--- src/rtl/adc_capture_if.sv ---
// Sample-buffer write port between the ADC capture engine and the sample RAM.
//   buf_wr   : one-cycle write strobe
//   buf_addr : write address (holds its last value while buf_wr is low)
//   buf_data : write data (holds its last value while buf_wr is low)
// master = capture engine (drives), slave = buffer (receives).
interface adc_capture_if #(
    parameter int unsigned ADDR_W = 11,
    parameter int unsigned OUT_W  = 8
);
    logic              buf_wr;
    logic [ADDR_W-1:0] buf_addr;
    logic [OUT_W-1:0]  buf_data;

    modport master (
        output buf_wr,
        output buf_addr,
        output buf_data
    );

    modport slave (
        input buf_wr,
        input buf_addr,
        input buf_data
    );
endinterface

--- src/rtl/adc_capture.sv ---
// ADC sample capture engine: writes decimated, truncated ADC samples into the
// 2048 x 8 sample buffer after an immediate or level-crossing trigger.
// Ports:
//   clk, arst_n          system clock, async active-low reset
//   adc_data             raw unsigned ADC sample, synchronous to clk
//   arm, abort           single-cycle control pulses (abort wins over arm)
//   trig_mode/trig_level trigger select (0/3 immediate, 1 rising, 2 falling) and threshold
//   decim, depth         store every decim-th sample; store depth+1 samples
//   buf_if               buffer write port (master side)
//   busy, done, wr_count status: armed/capturing, sticky complete, samples written
module adc_capture #(
    parameter int unsigned ADDR_W  = 11,
    parameter int unsigned IN_W    = 12,
    parameter int unsigned OUT_W   = 8,
    parameter int unsigned DECIM_W = 16
) (
    input  logic               clk,
    input  logic               arst_n,
    input  logic [IN_W-1:0]    adc_data,
    input  logic               arm,
    input  logic               abort,
    input  logic [1:0]         trig_mode,
    input  logic [IN_W-1:0]    trig_level,
    input  logic [DECIM_W-1:0] decim,
    input  logic [ADDR_W-1:0]  depth,
    adc_capture_if.master      buf_if,
    output logic               busy,
    output logic               done,
    output logic [ADDR_W:0]    wr_count
);

    localparam int unsigned CNT_W = ADDR_W + 1;
    localparam logic [1:0] TRIG_RISE = 2'd1;
    localparam logic [1:0] TRIG_FALL = 2'd2;

    typedef enum logic [1:0] {
        S_IDLE    = 2'd0,
        S_ARMED   = 2'd1,
        S_CAPTURE = 2'd2,
        S_DONE    = 2'd3
    } state_t;

    state_t state_q, state_d;

    logic [IN_W-1:0]    adc_q, adc_prev;
    logic [1:0]         mode_q, mode_d;
    logic [IN_W-1:0]    lvl_q, lvl_d;
    logic [DECIM_W-1:0] dmax_q, dmax_d;
    logic [ADDR_W-1:0]  depth_q, depth_d;
    logic [ADDR_W-1:0]  ptr_q, ptr_d;
    logic [DECIM_W-1:0] cnt_q, cnt_d;
    logic               wr_q, wr_d;
    logic [ADDR_W-1:0]  addr_q, addr_d;
    logic [OUT_W-1:0]   data_q, data_d;
    logic               done_q, done_d;
    logic [CNT_W-1:0]   count_q, count_d;
    logic               busy_q, busy_d;

    logic               trig_hit_c;
    logic               trig_imm_c;
    logic               store_c;

    // Level-crossing detect on the registered sample pair.
    always_comb begin
        trig_hit_c = 1'b0;
        case (mode_q)
            TRIG_RISE: trig_hit_c = (adc_prev <  lvl_q) && (adc_q >= lvl_q);
            TRIG_FALL: trig_hit_c = (adc_prev >= lvl_q) && (adc_q <  lvl_q);
            default:   trig_hit_c = 1'b0;
        endcase
    end

    // Modes 0 and 3 both start without waiting for a crossing.
    assign trig_imm_c = (mode_q != TRIG_RISE) && (mode_q != TRIG_FALL);

    // The hit cycle itself is the first store; in CAPTURE, store on decimation phase 0.
    assign store_c = !abort &&
                     (((state_q == S_ARMED) && trig_hit_c) ||
                      ((state_q == S_CAPTURE) && (cnt_q == '0)));

    // Next-state and registered-output logic.
    always_comb begin
        state_d = state_q;
        mode_d  = mode_q;
        lvl_d   = lvl_q;
        dmax_d  = dmax_q;
        depth_d = depth_q;
        ptr_d   = ptr_q;
        cnt_d   = cnt_q;
        wr_d    = 1'b0;
        addr_d  = addr_q;
        data_d  = data_q;
        done_d  = done_q;
        count_d = count_q;

        if (abort) begin
            state_d = S_IDLE;
        end else begin
            case (state_q)
                S_IDLE, S_DONE: begin
                    if (arm) begin
                        state_d = S_ARMED;
                        done_d  = 1'b0;
                        count_d = '0;
                        ptr_d   = '0;
                        mode_d  = trig_mode;
                        lvl_d   = trig_level;
                        // decim of 0 or 1 both mean every sample
                        dmax_d  = (decim > DECIM_W'(1)) ? (decim - DECIM_W'(1)) : '0;
                        depth_d = depth;
                    end
                end
                S_ARMED: begin
                    if (trig_imm_c) begin
                        state_d = S_CAPTURE;
                        cnt_d   = '0;
                    end else if (trig_hit_c) begin
                        // Hit cycle consumed phase 0, so capture continues at phase 1.
                        state_d = S_CAPTURE;
                        cnt_d   = (dmax_q == '0) ? '0 : DECIM_W'(1);
                    end
                end
                S_CAPTURE: begin
                    cnt_d = (cnt_q == dmax_q) ? '0 : (cnt_q + DECIM_W'(1));
                end
                default: state_d = S_IDLE;
            endcase
        end

        if (store_c) begin
            wr_d    = 1'b1;
            addr_d  = ptr_q;
            data_d  = adc_q[IN_W-1 -: OUT_W];
            ptr_d   = ptr_q + ADDR_W'(1);
            count_d = count_q + CNT_W'(1);
            if (ptr_q == depth_q) begin
                state_d = S_DONE;
                done_d  = 1'b1;
            end
        end

        busy_d = (state_d == S_ARMED) || (state_d == S_CAPTURE);
    end

    // State, input pipe and output registers.
    always_ff @(posedge clk or negedge arst_n) begin
        if (!arst_n) begin
            state_q  <= S_IDLE;
            adc_q    <= '0;
            adc_prev <= '0;
            mode_q   <= '0;
            lvl_q    <= '0;
            dmax_q   <= '0;
            depth_q  <= '0;
            ptr_q    <= '0;
            cnt_q    <= '0;
            wr_q     <= 1'b0;
            addr_q   <= '0;
            data_q   <= '0;
            done_q   <= 1'b0;
            count_q  <= '0;
            busy_q   <= 1'b0;
        end else begin
            state_q  <= state_d;
            adc_q    <= adc_data;
            adc_prev <= adc_q;
            mode_q   <= mode_d;
            lvl_q    <= lvl_d;
            dmax_q   <= dmax_d;
            depth_q  <= depth_d;
            ptr_q    <= ptr_d;
            cnt_q    <= cnt_d;
            wr_q     <= wr_d;
            addr_q   <= addr_d;
            data_q   <= data_d;
            done_q   <= done_d;
            count_q  <= count_d;
            busy_q   <= busy_d;
        end
    end

    assign buf_if.buf_wr   = wr_q;
    assign buf_if.buf_addr = addr_q;
    assign buf_if.buf_data = data_q;
    assign busy            = busy_q;
    assign done            = done_q;
    assign wr_count        = count_q;

endmodule

--- src/flat_wrapper.sv ---
// flat-port wrapper written by rule: the top's interface ports become plain ports
module adc_capture_flat 
#(
    parameter int unsigned ADDR_W  = 11,
    parameter int unsigned IN_W    = 12,
    parameter int unsigned OUT_W   = 8,
    parameter int unsigned DECIM_W = 16
)
  (clk, arst_n, adc_data, arm, abort, trig_mode, trig_level, decim, depth, busy, done, wr_count, buf_if_buf_wr, buf_if_buf_addr, buf_if_buf_data);
  adc_capture_if #(.ADDR_W(ADDR_W), .OUT_W(OUT_W)) buf_if_i ();
  input  logic clk;
  input  logic arst_n;
  input  logic [IN_W-1:0] adc_data;
  input  logic arm;
  input  logic abort;
  input  logic [1:0] trig_mode;
  input  logic [IN_W-1:0] trig_level;
  input  logic [DECIM_W-1:0] decim;
  input  logic [ADDR_W-1:0] depth;
  output logic busy;
  output logic done;
  output logic [ADDR_W:0] wr_count;
  output wire logic [$bits(buf_if_i.buf_wr)-1:0] buf_if_buf_wr;
  output wire logic [$bits(buf_if_i.buf_addr)-1:0] buf_if_buf_addr;
  output wire logic [$bits(buf_if_i.buf_data)-1:0] buf_if_buf_data;
  assign buf_if_buf_wr = buf_if_i.buf_wr;
  assign buf_if_buf_addr = buf_if_i.buf_addr;
  assign buf_if_buf_data = buf_if_i.buf_data;
  adc_capture #(.ADDR_W(ADDR_W), .IN_W(IN_W), .OUT_W(OUT_W), .DECIM_W(DECIM_W)) u_core (.clk(clk), .arst_n(arst_n), .adc_data(adc_data), .arm(arm), .abort(abort), .trig_mode(trig_mode), .trig_level(trig_level), .decim(decim), .depth(depth), .buf_if(buf_if_i), .busy(busy), .done(done), .wr_count(wr_count));
endmodule
--- config.mk ---
export PLATFORM = sky130hd
export DESIGN_NAME = adc_capture_flat
export DESIGN_NICKNAME = d
export VERILOG_FILES = /design/src/rtl/adc_capture_if.sv /design/src/rtl/adc_capture.sv /design/src/flat_wrapper.sv
export SDC_FILE = /design/constraint.sdc
export NUM_CORES = 1
export LEC_CHECK = 0
export CAP_MARGIN = 10
export CORE_MARGIN = 4
export CORE_UTILIZATION = 38
export DETAILED_ROUTE_END_ITERATION = 12
export DONT_BUFFER_PORTS = 1
export GPL_TIMING_DRIVEN = 1
export HOLD_SLACK_MARGIN = 0.15
export PLACE_DENSITY = 0.62
export RECOVER_POWER = 25
export SETUP_SLACK_MARGIN = 0.2
export SLEW_MARGIN = 5
export SYNTH_ARGS = -nofsm -noshare
export SYNTH_HDL_FRONTEND = slang
export SYNTH_SLANG_ARGS = --single-unit
export TNS_END_PERCENT = 1
--- constraint.sdc ---
create_clock -name clk -period 3.56 [get_ports clk]
set_input_delay 1.068 -clock clk [delete_from_list [all_inputs] [get_ports clk]]
set_output_delay 1.068 -clock clk [all_outputs]
set_load 0.01 [all_outputs]
# [Yosys cells after proc, flatten, opt, wreduce, memory -nomap -nowiden]
# Cells that the tools add are included.
[totals] elab_cells=85 regBits=128 input_bits=57 output_inout_bits=34
[classes] order_cmp=5 n_bitwise=1 n_eq_ne=13 add_sub_neg=4 muxes=28 n_reduce_logical=19
[op_table] op="16-bit 2-to-1 mux" count=4
[op_table] op="12-bit 2-to-1 mux" count=4
[op_table] op="11-bit 2-to-1 mux" count=4
[op_table] op="16-bit zero test" count=2
[op_table] op="16-bit case mux with 2 select lines" count=1
[op_table] op="12-bit >= comparator" count=2
[op_table] op="12-bit less-than comparator" count=2
[op_table] op="16-bit by 1-bit adder with 16-bit output (second input constant)" count=1
[op_table] op="16-bit == test" count=1
[op_table] op="16-bit by 1-bit > comparator with 1-bit output (second input constant)" count=1
[op_table] op="16-bit by 1-bit subtractor with 16-bit output (second input constant)" count=1
[op_table] op="12-bit by 1-bit adder with 12-bit output (second input constant)" count=1
[op_table] op="2-bit 2-to-1 mux" count=6
[op_table] op="11-bit by 1-bit adder with 11-bit output (second input constant)" count=1
[op_table] op="11-bit == test" count=1
[op_table] op="3-bit AND reduction" count=3
[op_table] op="2-bit == test (second input constant)" count=4
[op_table] op="1-bit 2-to-1 mux" count=7
[op_table] op="2-bit by 1-bit == test with 1-bit output (second input constant)" count=3
[op_table] op="1-bit logical AND" count=6
[op_table] op="2-bit nonzero test" count=3
[op_table] op="2-bit by 1-bit inequality test with 1-bit output (second input constant)" count=2
[op_table] op="2-bit case mux with 2 select lines" count=1
[op_table] op="3-bit by 1-bit inequality test with 1-bit output (second input constant)" count=1
[op_table] op="7 further kinds" count=8

# [Depth between registers and ports, before layout]
# Gate-level depths: netlist of run 1.
[logic_depth] depth_word=11 depth_mapped=14 ltp_nobuf=12

# [Worst setup path before layout of run 1]
# OpenSTA, ideal clock, no wires.
[synth_path] path_kind="input-to-reg" startpoint="input abort" endpoint="register u_core.count_q[4], in the netlist u_core.wr_count[4]" cell_stages=10 arrival_ps=2763 required_ps=3436 setup_ps=124 setup_slack_ps=673 n_path_buf=2 cell_sequence="clkbuf_1 nor4_1 and3_1 nand3_1 nor4_1 a21oi_4 inv_2 nor2_4 buf_2 a211o_1"
[synth_via] elab_chain_cells=4 word_cells_on_any_way=7 cone_classes="1 x eq/ne; 1 x mux; 5 x reduce/logical"
[synth_lines] element="start, declared" line="flat_wrapper.sv:15" source="input logic abort;"
[synth_lines] element="1-bit zero test" line="adc_capture.sv:77" source="assign store_c = !abort &&"
[synth_lines] element="1-bit logical AND" line="adc_capture.sv:77"
[synth_lines] element="2-bit by 1-bit inequality test with 1-bit output (no line) or 2-bit nonzero test (tied branches)"
[synth_lines] element="3-bit AND reduction (no line)"
[synth_lines] element="end signal, assigned" line="adc_capture.sv:177" source="count_q <= count_d;"
[synth_lines] element="end, declared" line="adc_capture.sv:56" source="logic [CNT_W-1:0] count_q, count_d;"
# Several ways; a longest one is shown, not always the timed one.
# A chain may end at the register's enable or synchronous reset.

# [Worst setup path after layout of run 1]
[layout_path] startpoint="register u_core.lvl_q[1]" endpoint="register u_core.count_q[5], in the netlist u_core.wr_count[5]"
[layout_via] elab_chain_cells=8 word_cells_on_any_way=15 cone_classes="4 x order compare; 1 x eq/ne; 2 x mux; 8 x reduce/logical"
[layout_lines] element="start, declared" line="adc_capture.sv:47" source="logic [IN_W-1:0] lvl_q, lvl_d;"
[layout_lines] element="start signal, assigned" line="adc_capture.sv:168" source="lvl_q <= lvl_d;"
[layout_lines] element="12-bit >= comparator (tied with other cells)" line="adc_capture.sv:68" source="TRIG_FALL: trig_hit_c = (adc_prev >= lvl_q) && (adc_q < lvl_q);"
[layout_lines] element="1-bit logical AND (on tied branches)" line="adc_capture.sv:68, adc_capture.sv:67"
[layout_lines] element="1-bit case mux with 2 select lines *" line="adc_capture.sv:66" source="case (mode_q)"
[layout_lines] element="1-bit logical AND *" line="adc_capture.sv:78" source="(((state_q == S_ARMED) && trig_hit_c) ||"
[layout_lines] element="1-bit logical OR *" line="adc_capture.sv:78"
[layout_lines] element="1-bit logical AND *" line="adc_capture.sv:77"
[layout_lines] element="2-bit by 1-bit inequality test with 1-bit output (no line) or 2-bit nonzero test (tied branches)"
[layout_lines] element="3-bit AND reduction (no line)"
# Mark *: on every way between the ends. The rest lies on a longest branch, timed or not.

==> summary.md, run 1 <==
| Metric | Value |
|---|---|
| IO Port Bufs | 0 |
| FF-to-FF Start | u_core.lvl_q[1] |
| Placed insts | between 800 and 900 |
| CTS resizes | 0 |
| Fin crit share | a little under nine tenths |
| Minimum clock period | 3.04 ns |
| Vias in the first global route | about 4900 |
| Detail Placement HPWL | around 11 mm |
| Vias | between 4000 and 5000 |
| Hold crit path type | input port to async pin |
| Pre-Repair DR Iteration Count | 5 |
| Final Skew | 0.00841 ns |
| Synth unique cells | 49 |
| Required time of the critical path | 3.86 ns |
| Detailed-route wire length | about 15 mm |
| Max_cap viols | 0 |
| Commonest non-fill, non-tap cells in the layout | nand2_1, dfrtp_1, o21ai_0 |
| Starting density of the core | just under 40% |
| Syn Area/Cell | roughly 9.4 um2 |
| IO Count | 91 |
| Mapped Nets | about 780 |
| Post-synthesis async set-or-reset flop share | 100% |
| Vias per cell | between 5 and 6 |
| Fin. Hold Viols | 0 |
| Core outline area | roughly 0.017 mm2 |
| EDFF count, synth | 0 |
| Setup WS pre-CTS | 0.483 ns |
| Final Worst Setup Slack | roughly 0.52 ns |
| DRC Markers | 0 |
| Worst Tran Pin Value | about 0.75 ns |
| Die area | approximately 0.019 mm2 |
| Setup TNS | 0 ns |
| Most area-consuming cells after synthesis | dfrtp_1, nand2_1, ha_1 |
| Final Setup Violations | 0 |
| H-tree lvl count | 4 |
| Most common cell after layout, fill and taps aside | nand2_1 |
| Root Driver | clkbuf_16 |
| RSZ-0062 raised after global routing | false |
| Final antenna-violating net count | 0 |
| Antenna Cells | 0 |
| Die height | about 140 um |
| PD cells | between 700 and 800 mW/mm2 |
| Startpoint class of the critical path | flop |
| DRT iter0 DRCs | about 440 |
| Die X-Extent | around 140 um |
| NumNets Final | approximately 780 |
| TritonCTS Buffers | 17 |
| Register bit total from synthesis | roughly 130 |
| Clk slew on worst S/H paths | 0.05 ns |
| Crit-path max FO | 23 |
| Seq/Total Area, Yosys | 49.4% |
| # rows | 47 |
| Status | finished, final reports clean |
| Global route total overflow | 0 |
| Avg WL per Cell | around 16 um |
| First-pass GRT wire length | ~25 mm |
| Setup Fix Bufs, Post-CTS | 0 |
| Max-slew violations | 0 |
| Initial antenna violation count | 0 |
| Fillcell total | around 1600 |
| Reg2Reg Setup Slack | about 0.52 ns |
| Worst EP arrival | approximately 3.3 ns |
| Clk_lat worst skew | 0.42 ns |
| Worst vdd ir | around 390 uV |
| Worst R2R Path Depth | 13 |
| Post-Syn Area | 0.00648 mm2 |
| Hold Buf Count CTS | 0 |
| Leakage power total | between 3 and 4 nW |
| Max Buffers Root-to-Sink | 2 |
| Syn Inst Count | 687 |
| Main synth FF type | dfrtp_1 |
| CTS tree | yes |
| Routability Congestion | 0.868 |
| CP endpoint kind | flop |
| Sinks on Clock Net | 128 |
| Pin count of the biggest net entering global routing | ~130 |
| Syn-to-layout area delta | 12.2% |
| Leading area contributor after synthesis | dfrtp_1 |
| Setup CP Type | flop to flop |
| GRT Overall Usage | 15.9% |
| Max-slew headroom | about half |
| Hold_ws | 0.355 ns |
| Share of layout cells above drive strength 1 | about 7.6% |
| R2R Path End | u_core.wr_count[5] |
| Finished Layout Cells | 917 |
| Synth Warn # | 0 |
| Fmax achieved | approximately 330 MHz |
| Synth top area share | 49.4% |
## routing by layer
metal | GRT usage [%] | part of all wire (%) | up-vias
met5 | 0 | 0 | -
met4 | 3.91 | 1.1 | 0
met3 | 5.24 | 6.5 | 15
met2 | 24.7 | 47 | 163
met1 | 21.7 | 46 | 2366
li1 | - | - | 2365
## layout make-up
type | count | area (um2) | share of cell area [%]
clock buffers | 27 | 533 | 7.33
clock inverters | 4 | 47.5 | 0.653
multi-input cells | 500 | 3040 | 41.8
well taps | 220 | 275 | 3.78
flip-flops and latches | 128 | 3200 | 44.0
inverters | 30 | 113 | 1.55
repair buffers | 8 | 60.1 | 0.825
## synth_stat cells, types with 2 or more instances
library cell and count:
or2_2 3, nor2_1 21, a31oi_1 2, a211o_1 17, o21ai_0 36, nand3b_1 4, nand3_1 28, xnor2_1 6
nand4_1 10, dfrtp_1 128, nand2b_1 6, o31ai_1 3, nor3_1 18, a311o_1 2, xor2_1 35, buf_2 10
clkbuf_1 17, ha_1 34, nor4_1 19, inv_1 29, nor2b_1 5, o21ai_1 18, o31ai_2 6, nand2_1 147
a21oi_1 22, or3_1 3, and3_1 25, a21o_1 4, nor3b_1 9
## cells by family after synthesis
kind of cell    after synthesis  synth area share (%)
simple gates                304                  22.4
flops                       128                  49.4
compound gates              120                  12.2
buf+inv                      59                  3.72
xor+xnor                     41                  5.54
fa+ha+maj                    34                  6.56
mux                           1                 0.154
## per-stage QoR
| stage | instance area, um2 | power (W) | util [%] |
|---|---|---|---|
| CTS | 7280 | 0.00533 | 43.7 |
| finish | 7280 | 0.00528 | 43.7 |
| global route | 7280 | 0.00566 | 43.7 |
| floorplan | 6480 | 0.00323 | - |
| detailed placement | 6700 | 0.00363 | 40.2 |
| global placement | 6700 | 0.00355 | 40.2 |
## worst max-delay path, cell delays in order (launching register included)
cell	delay [ns]
dfrtp_1	0.35
inv_1	0.09
ha_1	0.25
nor2b_1	0.15
o211ai_2	0.13
a211oi_1	0.08
or3_1	0.38
a311o_1	0.39
nand2_2	0.14
a21oi_4	0.07
inv_2	0.33
buf_4	0.25
mux2i_1	0.08
a22o_1	0.22
## report_power, final
| group | leakage [nW] | switching, W | internal [W] |
|---|---|---|---|
| combinational | 1.66 | 0.000791 | 0.000579 |
| clock | 0.285 | 0.000599 | 0.00108 |
| sequential | 1.65 | 0.000399 | 0.00183 |
## worst max-delay path by stage
| stage | from | end | slack, ns | cells past startpoint |
|---|---|---|---|---|
| floorplan | abort | u_core.wr_count[4] | 0.67 | 10 |
| detailed placement | abort | u_core.wr_count[5] | 0.48 | 9 |
| CTS | u_core.lvl_q[1] | u_core.wr_count[5] | 0.50 | 13 |
| finish | u_core.lvl_q[1] | u_core.wr_count[5] | 0.52 | 13 |
| global placement | abort | u_core.wr_count[5] | 0.60 | 9 |
| global route | u_core.lvl_q[1] | u_core.wr_count[5] | 0.32 | 13 |
## sequential cells by signal (all words and copies together) (netlist names)
name and count:
u_core.buf_if.buf_addr 11, u_core.wr_count 12, u_core.done 1, u_core.adc_prev 12, u_core.mode_q 2, u_core.adc_q 12, u_core.busy 1, u_core.state_q 2
u_core.dmax_q 16, u_core.ptr_q 11, u_core.depth_q 11, u_core.cnt_q 16, u_core.buf_if.buf_data 8, u_core.lvl_q 12, u_core.buf_if.buf_wr 1
No activity file was read; power rests on OpenSTA's default activity.
==> inputs of run 2 (changes only) <==
--- a/config.mk
+++ b/config.mk
@@ -15,7 +15,6 @@
 export PLACE_DENSITY = 0.62
 export RECOVER_POWER = 25
 export SETUP_SLACK_MARGIN = 0.2
-export SLEW_MARGIN = 5
 export SYNTH_ARGS = -nofsm -noshare
 export SYNTH_HDL_FRONTEND = slang
 export SYNTH_SLANG_ARGS = --single-unit
==> results of run 2 <==
The final DEF is identical to that of run 1; final timing and power are the same.
